==> src/rtl/uart_rx_pkg.sv <==
// Shared definitions for the UART receive path: LCR bit positions, FIFO geometry,
// receiver state encoding and frame-length helper.
package uart_rx_pkg;

    localparam int FIFO_DEPTH     = 16;
    localparam int FIFO_COUNTER_W = 5;
    localparam int FIFO_REC_WIDTH = 10;
    localparam int FIFO_PTR_W     = 4;

    localparam int LCR_WLS_LO = 0;
    localparam int LCR_WLS_HI = 1;
    localparam int LCR_STB    = 2;
    localparam int LCR_PEN    = 3;
    localparam int LCR_EPS    = 4;
    localparam int LCR_SP     = 5;

    typedef enum logic [2:0] {
        SR_IDLE   = 3'd0,
        SR_START  = 3'd1,
        SR_DATA   = 3'd2,
        SR_PARITY = 3'd3,
        SR_STOP   = 3'd4,
        SR_PUSH   = 3'd5
    } rx_state_t;

    // Bits per character: start + word + optional parity + one or two stops.
    function automatic logic [3:0] frame_bits(input logic [7:0] lcr);
        return 4'd7 + {2'b00, lcr[LCR_WLS_HI:LCR_WLS_LO]}
                    + {3'b000, lcr[LCR_PEN]} + {3'b000, lcr[LCR_STB]};
    endfunction

endpackage

==> src/rtl/uart_rx_if.sv <==
// Register-block side of the receiver: line control, FIFO handshake and status.
interface uart_rx_if;
    import uart_rx_pkg::*;

    logic [7:0]                lcr;
    logic                      enable;
    logic                      rf_pop;
    logic                      rda_int;
    logic                      rx_reset;
    logic                      rx_lsr_mask;
    logic [5:0]                counter_t;
    logic [3:0]                counter_b;
    logic [FIFO_COUNTER_W-1:0] rf_count;
    logic [FIFO_REC_WIDTH-1:0] rf_data_out;
    logic                      rf_error_bit;
    logic                      rf_overrun;

    modport master (
        output lcr, enable, rf_pop, rda_int, rx_reset, rx_lsr_mask,
        input  counter_t, counter_b, rf_count, rf_data_out, rf_error_bit, rf_overrun
    );

    modport slave (
        input  lcr, enable, rf_pop, rda_int, rx_reset, rx_lsr_mask,
        output counter_t, counter_b, rf_count, rf_data_out, rf_error_bit, rf_overrun
    );

endinterface

==> src/rtl/uart_rx_fifo.sv <==
// 16-entry show-ahead receive FIFO with sticky overrun and a running count of
// entries carrying a parity or framing error.
module uart_rx_fifo
    import uart_rx_pkg::*;
(
    input  logic                      clk,
    input  logic                      wb_rst_i,
    input  logic                      push,
    input  logic [FIFO_REC_WIDTH-1:0] push_rec,
    input  logic                      pop,
    input  logic                      flush,
    input  logic                      overrun_clr,
    output logic [FIFO_COUNTER_W-1:0] count,
    output logic [FIFO_REC_WIDTH-1:0] head,
    output logic                      error_bit,
    output logic                      overrun
);

    logic [FIFO_REC_WIDTH-1:0] mem [FIFO_DEPTH];
    logic [FIFO_PTR_W-1:0]     wr_ptr;
    logic [FIFO_PTR_W-1:0]     rd_ptr;
    logic [FIFO_COUNTER_W-1:0] err_cnt;
    logic                      full;
    logic                      empty;
    logic                      do_push;
    logic                      do_pop;
    logic                      push_err;
    logic                      pop_err;

    assign full      = (count == FIFO_COUNTER_W'(FIFO_DEPTH));
    assign empty     = (count == '0);
    assign do_push   = push && !full;
    assign do_pop    = pop && !empty;
    assign push_err  = do_push && (push_rec[1] || push_rec[0]);
    assign pop_err   = do_pop && (mem[rd_ptr][1] || mem[rd_ptr][0]);
    assign head      = empty ? '0 : mem[rd_ptr];
    assign error_bit = (err_cnt != '0);

    always_ff @(posedge clk) begin
        if (do_push && !flush)
            mem[wr_ptr] <= push_rec;
    end

    always_ff @(posedge clk or posedge wb_rst_i) begin
        if (wb_rst_i) begin
            wr_ptr  <= '0;
            rd_ptr  <= '0;
            count   <= '0;
            err_cnt <= '0;
            overrun <= 1'b0;
        end else begin
            if (flush) begin
                wr_ptr  <= '0;
                rd_ptr  <= '0;
                count   <= '0;
                err_cnt <= '0;
            end else begin
                if (do_push)
                    wr_ptr <= wr_ptr + 1'b1;
                if (do_pop)
                    rd_ptr <= rd_ptr + 1'b1;
                count   <= count + FIFO_COUNTER_W'(do_push) - FIFO_COUNTER_W'(do_pop);
                err_cnt <= err_cnt + FIFO_COUNTER_W'(push_err) - FIFO_COUNTER_W'(pop_err);
            end
            // A dropped record must stay visible even if the LSR is read in the same cycle.
            if (push && full)
                overrun <= 1'b1;
            else if (overrun_clr || flush)
                overrun <= 1'b0;
        end
    end

endmodule

==> src/rtl/uart_rx.sv <==
// UART receiver: 16x oversampled deframer feeding the receive FIFO, plus the
// break and character-timeout counters used by the LSR and interrupt logic.
module uart_rx
    import uart_rx_pkg::*;
(
    input  logic     clk,
    input  logic     wb_rst_i,
    input  logic     srx_pad_i,
    uart_rx_if.slave bus
);

    logic [1:0]                srx_sync;
    logic                      srx;
    rx_state_t                 state;
    logic [3:0]                tick_cnt;
    logic [2:0]                bit_idx;
    logic [2:0]                last_bit;
    logic [7:0]                rx_data;
    logic                      pe;
    logic                      par_exp;
    logic                      rf_push;
    logic [FIFO_REC_WIDTH-1:0] rf_push_rec;
    logic [3:0]                frame_len;
    logic [3:0]                b_sub;
    logic [3:0]                t_sub;
    logic [3:0]                counter_b;
    logic [5:0]                counter_t;
    logic                      t_reload;
    logic                      unused_lcr;

    assign srx        = srx_sync[1];
    assign last_bit   = 3'd4 + {1'b0, bus.lcr[LCR_WLS_HI:LCR_WLS_LO]};
    assign par_exp    = bus.lcr[LCR_SP] ? ~bus.lcr[LCR_EPS]
                                        : ((^rx_data) ^ ~bus.lcr[LCR_EPS]);
    assign frame_len  = frame_bits(bus.lcr);
    assign t_reload   = (bus.rf_count == '0) || rf_push || bus.rf_pop || bus.rda_int;
    assign unused_lcr = ^bus.lcr[7:6];

    always_ff @(posedge clk or posedge wb_rst_i) begin
        if (wb_rst_i)
            srx_sync <= 2'b11;
        else
            srx_sync <= {srx_sync[0], srx_pad_i};
    end

    // Bits are written at their own index so short words land right-aligned.
    always_ff @(posedge clk or posedge wb_rst_i) begin
        if (wb_rst_i) begin
            state       <= SR_IDLE;
            tick_cnt    <= '0;
            bit_idx     <= '0;
            rx_data     <= '0;
            pe          <= 1'b0;
            rf_push     <= 1'b0;
            rf_push_rec <= '0;
        end else begin
            rf_push <= 1'b0;
            case (state)
                SR_IDLE: begin
                    if (bus.enable && !srx) begin
                        state    <= SR_START;
                        tick_cnt <= '0;
                    end
                end
                SR_START: begin
                    if (bus.enable) begin
                        if (tick_cnt == 4'd7) begin
                            tick_cnt <= '0;
                            if (!srx) begin
                                state   <= SR_DATA;
                                bit_idx <= '0;
                                rx_data <= '0;
                                pe      <= 1'b0;
                            end else begin
                                state <= SR_IDLE;
                            end
                        end else begin
                            tick_cnt <= tick_cnt + 4'd1;
                        end
                    end
                end
                SR_DATA: begin
                    if (bus.enable) begin
                        if (tick_cnt == 4'd15) begin
                            tick_cnt         <= '0;
                            rx_data[bit_idx] <= srx;
                            bit_idx          <= bit_idx + 3'd1;
                            if (bit_idx == last_bit)
                                state <= bus.lcr[LCR_PEN] ? SR_PARITY : SR_STOP;
                        end else begin
                            tick_cnt <= tick_cnt + 4'd1;
                        end
                    end
                end
                SR_PARITY: begin
                    if (bus.enable) begin
                        if (tick_cnt == 4'd15) begin
                            tick_cnt <= '0;
                            pe       <= (srx != par_exp);
                            state    <= SR_STOP;
                        end else begin
                            tick_cnt <= tick_cnt + 4'd1;
                        end
                    end
                end
                SR_STOP: begin
                    if (bus.enable) begin
                        if (tick_cnt == 4'd15) begin
                            tick_cnt    <= '0;
                            rf_push     <= 1'b1;
                            rf_push_rec <= {rx_data, pe, ~srx};
                            state       <= SR_PUSH;
                        end else begin
                            tick_cnt <= tick_cnt + 4'd1;
                        end
                    end
                end
                SR_PUSH: begin
                    state <= SR_IDLE;
                end
                default: begin
                    state <= SR_IDLE;
                end
            endcase
        end
    end

    // Break counter: bit-time phase restarts whenever the line returns high.
    always_ff @(posedge clk or posedge wb_rst_i) begin
        if (wb_rst_i) begin
            counter_b <= 4'hF;
            b_sub     <= '0;
        end else if (srx) begin
            counter_b <= frame_len - 4'd1;
            b_sub     <= '0;
        end else if (bus.enable) begin
            if (b_sub == 4'd15) begin
                b_sub <= '0;
                if (counter_b != '0)
                    counter_b <= counter_b - 4'd1;
            end else begin
                b_sub <= b_sub + 4'd1;
            end
        end
    end

    always_ff @(posedge clk or posedge wb_rst_i) begin
        if (wb_rst_i) begin
            counter_t <= 6'h3F;
            t_sub     <= '0;
        end else if (t_reload) begin
            counter_t <= {frame_len, 2'b00} - 6'd1;
            t_sub     <= '0;
        end else if (bus.enable) begin
            if (t_sub == 4'd15) begin
                t_sub <= '0;
                if (counter_t != '0)
                    counter_t <= counter_t - 6'd1;
            end else begin
                t_sub <= t_sub + 4'd1;
            end
        end
    end

    assign bus.counter_b = counter_b;
    assign bus.counter_t = counter_t;

    uart_rx_fifo u_fifo (
        .clk         (clk),
        .wb_rst_i    (wb_rst_i),
        .push        (rf_push),
        .push_rec    (rf_push_rec),
        .pop         (bus.rf_pop),
        .flush       (bus.rx_reset),
        .overrun_clr (bus.rx_lsr_mask),
        .count       (bus.rf_count),
        .head        (bus.rf_data_out),
        .error_bit   (bus.rf_error_bit),
        .overrun     (bus.rf_overrun)
    );

endmodule

==> src/flat_wrapper.sv <==
// flat-port wrapper written by rule: the top's interface ports become plain ports
module uart_rx_flat import uart_rx_pkg::*;
  (clk, wb_rst_i, srx_pad_i, bus_lcr, bus_enable, bus_rf_pop, bus_rda_int, bus_rx_reset, bus_rx_lsr_mask, bus_counter_t, bus_counter_b, bus_rf_count, bus_rf_data_out, bus_rf_error_bit, bus_rf_overrun);
  uart_rx_if bus_i ();
  input  logic clk;
  input  logic wb_rst_i;
  input  logic srx_pad_i;
  input wire logic [$bits(bus_i.lcr)-1:0] bus_lcr;
  input wire logic [$bits(bus_i.enable)-1:0] bus_enable;
  input wire logic [$bits(bus_i.rf_pop)-1:0] bus_rf_pop;
  input wire logic [$bits(bus_i.rda_int)-1:0] bus_rda_int;
  input wire logic [$bits(bus_i.rx_reset)-1:0] bus_rx_reset;
  input wire logic [$bits(bus_i.rx_lsr_mask)-1:0] bus_rx_lsr_mask;
  output wire logic [$bits(bus_i.counter_t)-1:0] bus_counter_t;
  output wire logic [$bits(bus_i.counter_b)-1:0] bus_counter_b;
  output wire logic [$bits(bus_i.rf_count)-1:0] bus_rf_count;
  output wire logic [$bits(bus_i.rf_data_out)-1:0] bus_rf_data_out;
  output wire logic [$bits(bus_i.rf_error_bit)-1:0] bus_rf_error_bit;
  output wire logic [$bits(bus_i.rf_overrun)-1:0] bus_rf_overrun;
  assign bus_i.lcr = bus_lcr;
  assign bus_i.enable = bus_enable;
  assign bus_i.rf_pop = bus_rf_pop;
  assign bus_i.rda_int = bus_rda_int;
  assign bus_i.rx_reset = bus_rx_reset;
  assign bus_i.rx_lsr_mask = bus_rx_lsr_mask;
  assign bus_counter_t = bus_i.counter_t;
  assign bus_counter_b = bus_i.counter_b;
  assign bus_rf_count = bus_i.rf_count;
  assign bus_rf_data_out = bus_i.rf_data_out;
  assign bus_rf_error_bit = bus_i.rf_error_bit;
  assign bus_rf_overrun = bus_i.rf_overrun;
  uart_rx u_core (.clk(clk), .wb_rst_i(wb_rst_i), .srx_pad_i(srx_pad_i), .bus(bus_i));
endmodule
==> config.mk <==
export PLATFORM = sky130hd
export DESIGN_NAME = uart_rx_flat
export DESIGN_NICKNAME = d
export VERILOG_FILES = /design/src/rtl/uart_rx_pkg.sv /design/src/rtl/uart_rx_if.sv /design/src/rtl/uart_rx_fifo.sv /design/src/rtl/uart_rx.sv /design/src/flat_wrapper.sv
export SDC_FILE = /design/constraint.sdc
export NUM_CORES = 1
export LEC_CHECK = 0
export ABC_CLOCK_PERIOD_IN_PS = 9700
export CORE_MARGIN = 5
export CORE_UTILIZATION = 60
export DETAILED_ROUTE_END_ITERATION = 10
export PLACE_DENSITY_LB_ADDON = 0.1
export RECOVER_POWER = 25
export SKIP_LAST_GASP = 1
export SLEW_MARGIN = 25
export SYNTH_ARGS = -nofsm -noshare
export SYNTH_HDL_FRONTEND = slang
export SYNTH_SLANG_ARGS = --single-unit
==> constraint.sdc <==
create_clock -name clk -period 9.7 [get_ports clk]
set_input_delay 1.455 -clock clk [delete_from_list [all_inputs] [get_ports clk]]
set_output_delay 1.455 -clock clk [all_outputs]
set_load 0.1 [all_outputs]
# == Word level (Yosys, flattened, before mapping) ==
# Memories as Yosys holds them, arrays and structs flattened.
# Index checks and enable logic that the tools add are counted.
# classes
n_addsub,18
mul,0
div_mod_pow,0
magnitude_cmp,2
n_eq_ne,23
shifts,0
n_mux,69
bitwise_logic,3
reduce_logical,44
# ops
op,n
$mux 4,19
$mux 3,16
$mux 8,5
$mux 6,4
$reduce_bool 2->1,11
$add 4x1->4 const B,5
$pmux 8 s2,1
$pmux 3 s5,1
$mux 1,14
$ne 2x1->1 const B,7
$eq 4x4->1 const B,3
$pmux 4 s3,1
$reduce_and 6->1,2
$sub 6x1->6 const B,2
$add 5x1->5,2
$mux 10,1
$mux 5,2
$ne 2x2->1 const B,5
$reduce_and 10->1,1
$sub 5x1->5,2
$reduce_and 3->1,3
$add 4x1->4,2
$bwmux 8,1
$logic_and 1x1->1,8
other kinds (30),41
# word_totals
regBits,69
latchBits,0
ram_bits,160
mem_bits_ro,0
inputBits,16
elab_cells,177
memories,1
# mem_list
memory,words,word_bits,read_ports,rd_ports_with_merged_regs,write_ports,line,rtl
u_core.u_fifo.mem,16,10,1,0,1,uart_rx_fifo.sv:19,logic [FIFO_REC_WIDTH-1:0] mem [FIFO_DEPTH];

# == Logic depth before layout (Yosys ltp) ==
# logic_depth
ltp_word,8
mapped_depth,16

# == Modules after synthesis ==
# From an unflattened synthesis, not the netlist that was laid out.
# unflattened
cells_unflattened,675
hier_area_um2,10284.9
# modules_own_cells
mod,n_inst,cells_per_inst,area_each_um2
uart_rx_fifo,1,391,7467.2
uart_rx,1,284,2817.7

# == Worst setup path after synthesis ==
# OpenSTA, ideal clock, no wires.
# synth_timing
kind,flip-flop to output port
startpoint,register u_core.u_fifo.count[2]
endpoint,output port bus_rf_data_out[0]
arrival_time_ps,3248
setup_slack_ps,4997
path_stages_with_launch,6
path_cell_list,dfrtp_1 -> inv_1 -> ha_1 -> nor4b_1 -> clkbuf_1 -> a31oi_1
# synth_via
elab_chain_len,2
# synth_rtl
item,line,rtl
from (decl),uart_rx_fifo.sv:13,"output logic [FIFO_COUNTER_W-1:0] count,"
from (signal assigned),uart_rx_fifo.sv:62,count <= count + FIFO_COUNTER_W'(do_push) - FIFO_COUNTER_W'(do_pop);
$logic_not 5->1,uart_rx_fifo.sv:31,assign empty = (count == '0);
$mux 10,uart_rx_fifo.sv:36,assign head = empty ? '0 : mem[rd_ptr];
to (decl),flat_wrapper.sv:17,output wire logic [$bits(bus_i.rf_data_out)-1:0] bus_rf_data_out;
# No other way between the ends.

# == Worst setup path in the final report ==
# layout_timing
startpoint,register u_core.u_fifo.rd_ptr[0]
endpoint,output port bus_rf_data_out[3]
# layout_via
elab_chain_len,2
# layout_rtl
item,line,rtl
from (decl),uart_rx_fifo.sv:21,logic [FIFO_PTR_W-1:0] rd_ptr;
from (signal assigned),uart_rx_fifo.sv:61,rd_ptr <= rd_ptr + 1'b1;
$mem_v2 16x10,n/a,
$mux 10,uart_rx_fifo.sv:36,
# No other way between the ends.

==> run_results.csv <==
group,metric,value,unit
critical_path,cp_common_cell,"mux4_2",
min_path,min_from,"u_core.srx_sync[0]$_DFF_PP1_",
timing,hold_viol_final,0,
critical_path,worst_r2r_endpoint,"u_core.u_fifo.err_cnt[4]$_DFF_PP0_",
clocking,cts_root_buf,"clkbuf_16",
min_path,holdPathStages,0,
detailed_routing,antenna_left,0,
timing,tightest_slew,1.01,ns
clocking,cts.path.max_buffers,3,
power_and_ir_drop,powerDensity,259,nW/µm²
status,status,"finished, final reports clean",
clocking,cts_tree,"yes",
floorplan,die_w,141,µm
critical_path,path_cells,"buf_4, mux4_2, mux4_2, nor2b_1, clkdlybuf4s50_1",
floorplan,num_io_pins,43,
yosys,synth_edf_count,160,
power_and_ir_drop,combPwrFrac,30.5,%
detailed_routing,routed_wire_length_per_instance,20.1,µm
global_routing,grt_max_degree,70,
power_and_ir_drop,irDropWorstVdd,0.207,mV
floorplan,fp.dieH,141,µm
power_and_ir_drop,switching_share,33.7,%
timing,skew,0.0102,ns
yosys,syn-num-nets,736,
global_routing,grt_usage,20.1,%
critical_path,arrival,3.76,ns
yosys,ys_seq_area_share,63.9,%
yosys,syn_area,10200,µm²
cells_and_area,n_antenna_cell,0,
cells_and_area,drive_gt1_share,16.2,%
critical_path,rr_startpoint,"u_core.u_fifo.rd_ptr[0]$_DFFE_PP0P_",
detailed_routing,routed_wl,19.4,mm
timing,post-route-period-util,53.8,%
global_routing,grt_pass1_vias,5894,
timing,fin_ws,4.49,ns
detailed_routing,vias,5701,
cells_and_area,synthToLayoutAreaGrowth,13.5,%
yosys,synth_area_leaders,"edfxtp_1 47%, dfrtp_1 14%, mux4_2 11%",
timing,setup_violations,0,
timing,clock.fmax,192,MHz
critical_path,rr_worst_depth,15,
global_routing,grt_pass1_wl,31.7,mm
placement,port_buffers,40,
timing,slew-limit-headroom,32.2,%
timing,tns,0,ns
clocking,h-tree-depth,1,
yosys,yosys_warnings,0,
yosys,synth_top_area_share,46.9,%
clocking,cts_made_buffers,23,
placement,gp_congestion,0.863,
placement,dpl.hpwl,12.5,mm
flow_run,cap_violations,0,
yosys,syn_area_per_cell,14.9,µm²
placement,place_area,10800,µm²
yosys,ys_types,59,
placement,dpl_worst_slack,4.95,ns
power_and_ir_drop,p_int,0.00199,W
critical_path,start_kind,"flip-flop",
cells_and_area,fin_area,11600,µm²
global_routing,grt-ovfl-total,0,
timing,min_period,5.21,ns
floorplan,coreArea,16600,µm²
cells_and_area,stdcell_count,965,
min_path,hold_path_class,"reg2reg",
critical_path,worstPathMaxFanout,43,
power_and_ir_drop,p_clk_share,30.5,%
placement,place_inst,923,
clocking,clk_pin_slew,0.06,ns
floorplan,initial_core_util,61.6,%
clocking,postCtsHoldBufs,0,
power_and_ir_drop,p_leak,4.33,nW
yosys,ys_seq_elements,229,
min_path,min_to,"u_core.srx_sync[1]$_DFF_PP1_",
clocking,clk_latency,0.50,ns
detailed_routing,viasPerCell,5.91,
yosys,synth_flop_cell,"edfxtp_1",
detailed_routing,firstDrtPassIters,5,
clocking,cts_sinks,229,
floorplan,dieArea,19800,µm²
clocking,postCtsSetupBuffers,0,
floorplan,row_count,47,
power_and_ir_drop,sequentialPowerShare,39.0,%
yosys,synth_cells,689,
yosys,synth_area_leader_cell,"edfxtp_1",
critical_path,reg2reg_slack,5.88,ns
power_and_ir_drop,power_switching,0.00101,W
timing,grt_setup_unrepaired,"false",
detailed_routing,drc_errors,0,
critical_path,slowest_delay,0.97,ns
timing,report.final.slew_viol_count,0,
cells_and_area,nNetsFinal,775,
critical_path,end_kind,"output port",
critical_path,slowest_stage,"clkdlybuf4s50_1",
critical_path,critPathKind,"reg2out",
clocking,cts.repair.resized,0,
critical_path,crit_required,8.25,ns
global_routing,antenna_found_initial,0,
detailed_routing,drtIter0Drc,387,
yosys,ys_async_sr_fraction,30.1,%
==> final cells by class <==
type	instances	area (µm²)
Sequential cell	229	6550
Fill cell	1088	5010
Multi-Input combinational cell	394	3440
Clock buffer	30	602
Timing Repair Buffer	48	460
Tap cell	220	275
Clock inverter	12	185
Inverter	32	120
==> cells in the final DEF (no fill, tap or decap), types with 6 or more instances in the layout <==
cell,n
edfxtp_1,160
dfrtp_1,56
nor2_1,51
mux4_2,48
nand2_1,46
clkdlybuf4s50_1,40
inv_1,30
ha_1,28
clkbuf_16,23
xnor2_1,20
nand3_1,19
xor2_1,18
a21oi_1,16
nor2b_1,16
o21ai_1,15
o21ai_0,14
dfstp_2,12
nor3_1,10
mux2i_1,9
buf_4,8
clkbuf_1,7
nand2b_1,6
mux2_1,6
==> worst max-delay path, delay by kind of cell, from the launching register on <==
kind,cells,cell delay [ns]
buf+inv,2,1.62
flops,1,0.34
mux,2,1.13
simple gates,1,0.15
==> per-layer routing <==
layer	wire [µm]	vias up	GRT usage (%)
met5	0	-	0
met3	833	19	2.78
met1	8180	2902	27.7
met4	217	0	4.03
met2	10200	135	34.8
li1	-	2645	-
==> stage by stage <==
stage	total power, W	hold slack [ns]	util, %
2_1_floorplan	0.00192	0.345	-
3_3_place_gp	0.00208	0.347	65.1
3_5_place_dp	0.00211	0.350	65.1
4_1_cts	0.00303	0.362	69.8
5_1_grt	0.00314	0.368	69.9
6_report	0.00301	0.361	69.9
==> flip-flops by register name, indices dropped and copies added, names as in the netlist, 2 cells and up <==
signal,cells
u_core.t_sub,4
u_core.u_fifo.err_cnt,5
u_core.rx_data,8
u_core.srx_sync,2
u_core.u_fifo.rd_ptr,4
u_core.bus.counter_b,4
u_core.b_sub,4
u_core.tick_cnt,4
u_core.u_fifo.count,5
u_core.state,3
u_core.u_fifo.wr_ptr,4
u_core.u_fifo.mem,160
u_core.rf_push_rec,10
u_core.bit_idx,3
u_core.bus.counter_t,6
==> power by group through the flow <==
stage	Clock [W]	Combinational, W	Sequential [W]
after floorplan	0	0.000615	0.00131
after global placement	0	0.000895	0.00118
after detailed placement	0	0.000920	0.00119
after CTS	0.000935	0.000925	0.00117
after global routing	0.000979	0.000980	0.00118
final	0.000917	0.000917	0.00117
==> how the worst max path moves through the flow <==
stage | startpoint | to | slack (ns) | cells after the start
CTS | u_core.u_fifo.rd_ptr[0]$_DFFE_PP0P_ | bus_rf_data_out[3] | 4.42 | 5
finish | u_core.u_fifo.rd_ptr[0]$_DFFE_PP0P_ | bus_rf_data_out[3] | 4.49 | 5
global placement | u_core.u_fifo.rd_ptr[0]$_DFFE_PP0P_ | bus_rf_data_out[6] | 4.99 | 5
floorplan | u_core.u_fifo.count[2]$_DFF_PP0_ | bus_rf_data_out[0] | 5.00 | 5
detailed placement | u_core.u_fifo.rd_ptr[0]$_DFFE_PP0P_ | bus_rf_data_out[3] | 4.95 | 5
global route | u_core.u_fifo.rd_ptr[0]$_DFFE_PP0P_ | bus_rf_data_out[3] | 4.29 | 5
==> cells in the mapped netlist, drive strengths merged, types with 6 or more instances <==
master,number
nand3,20
mux2i,9
nor2b,16
xor2,18
a21oi,16
nor3,10
o21ai,29
nor2,56
xnor2,20
ha,28
inv,32
mux2,10
edfxtp,160
clkbuf,23
nand2,46
dfstp,12
nand2b,6
buf,11
mux4,48
dfrtp,57
==> logic make-up after synthesis <==
logic type / Yosys count / synth area share [%]
buffers and inverters: 66 / 2.70
DFF: 229 / 63.9
xor gates and xnor gates: 38 / 3.25
muxes: 67 / 12.5
adders and majority gates: 31 / 4.01
and+or+nand+nor: 179 / 8.44
AOI/OAI and AO/OA: 79 / 5.17
No activity file was read; power rests on OpenSTA's default activity.
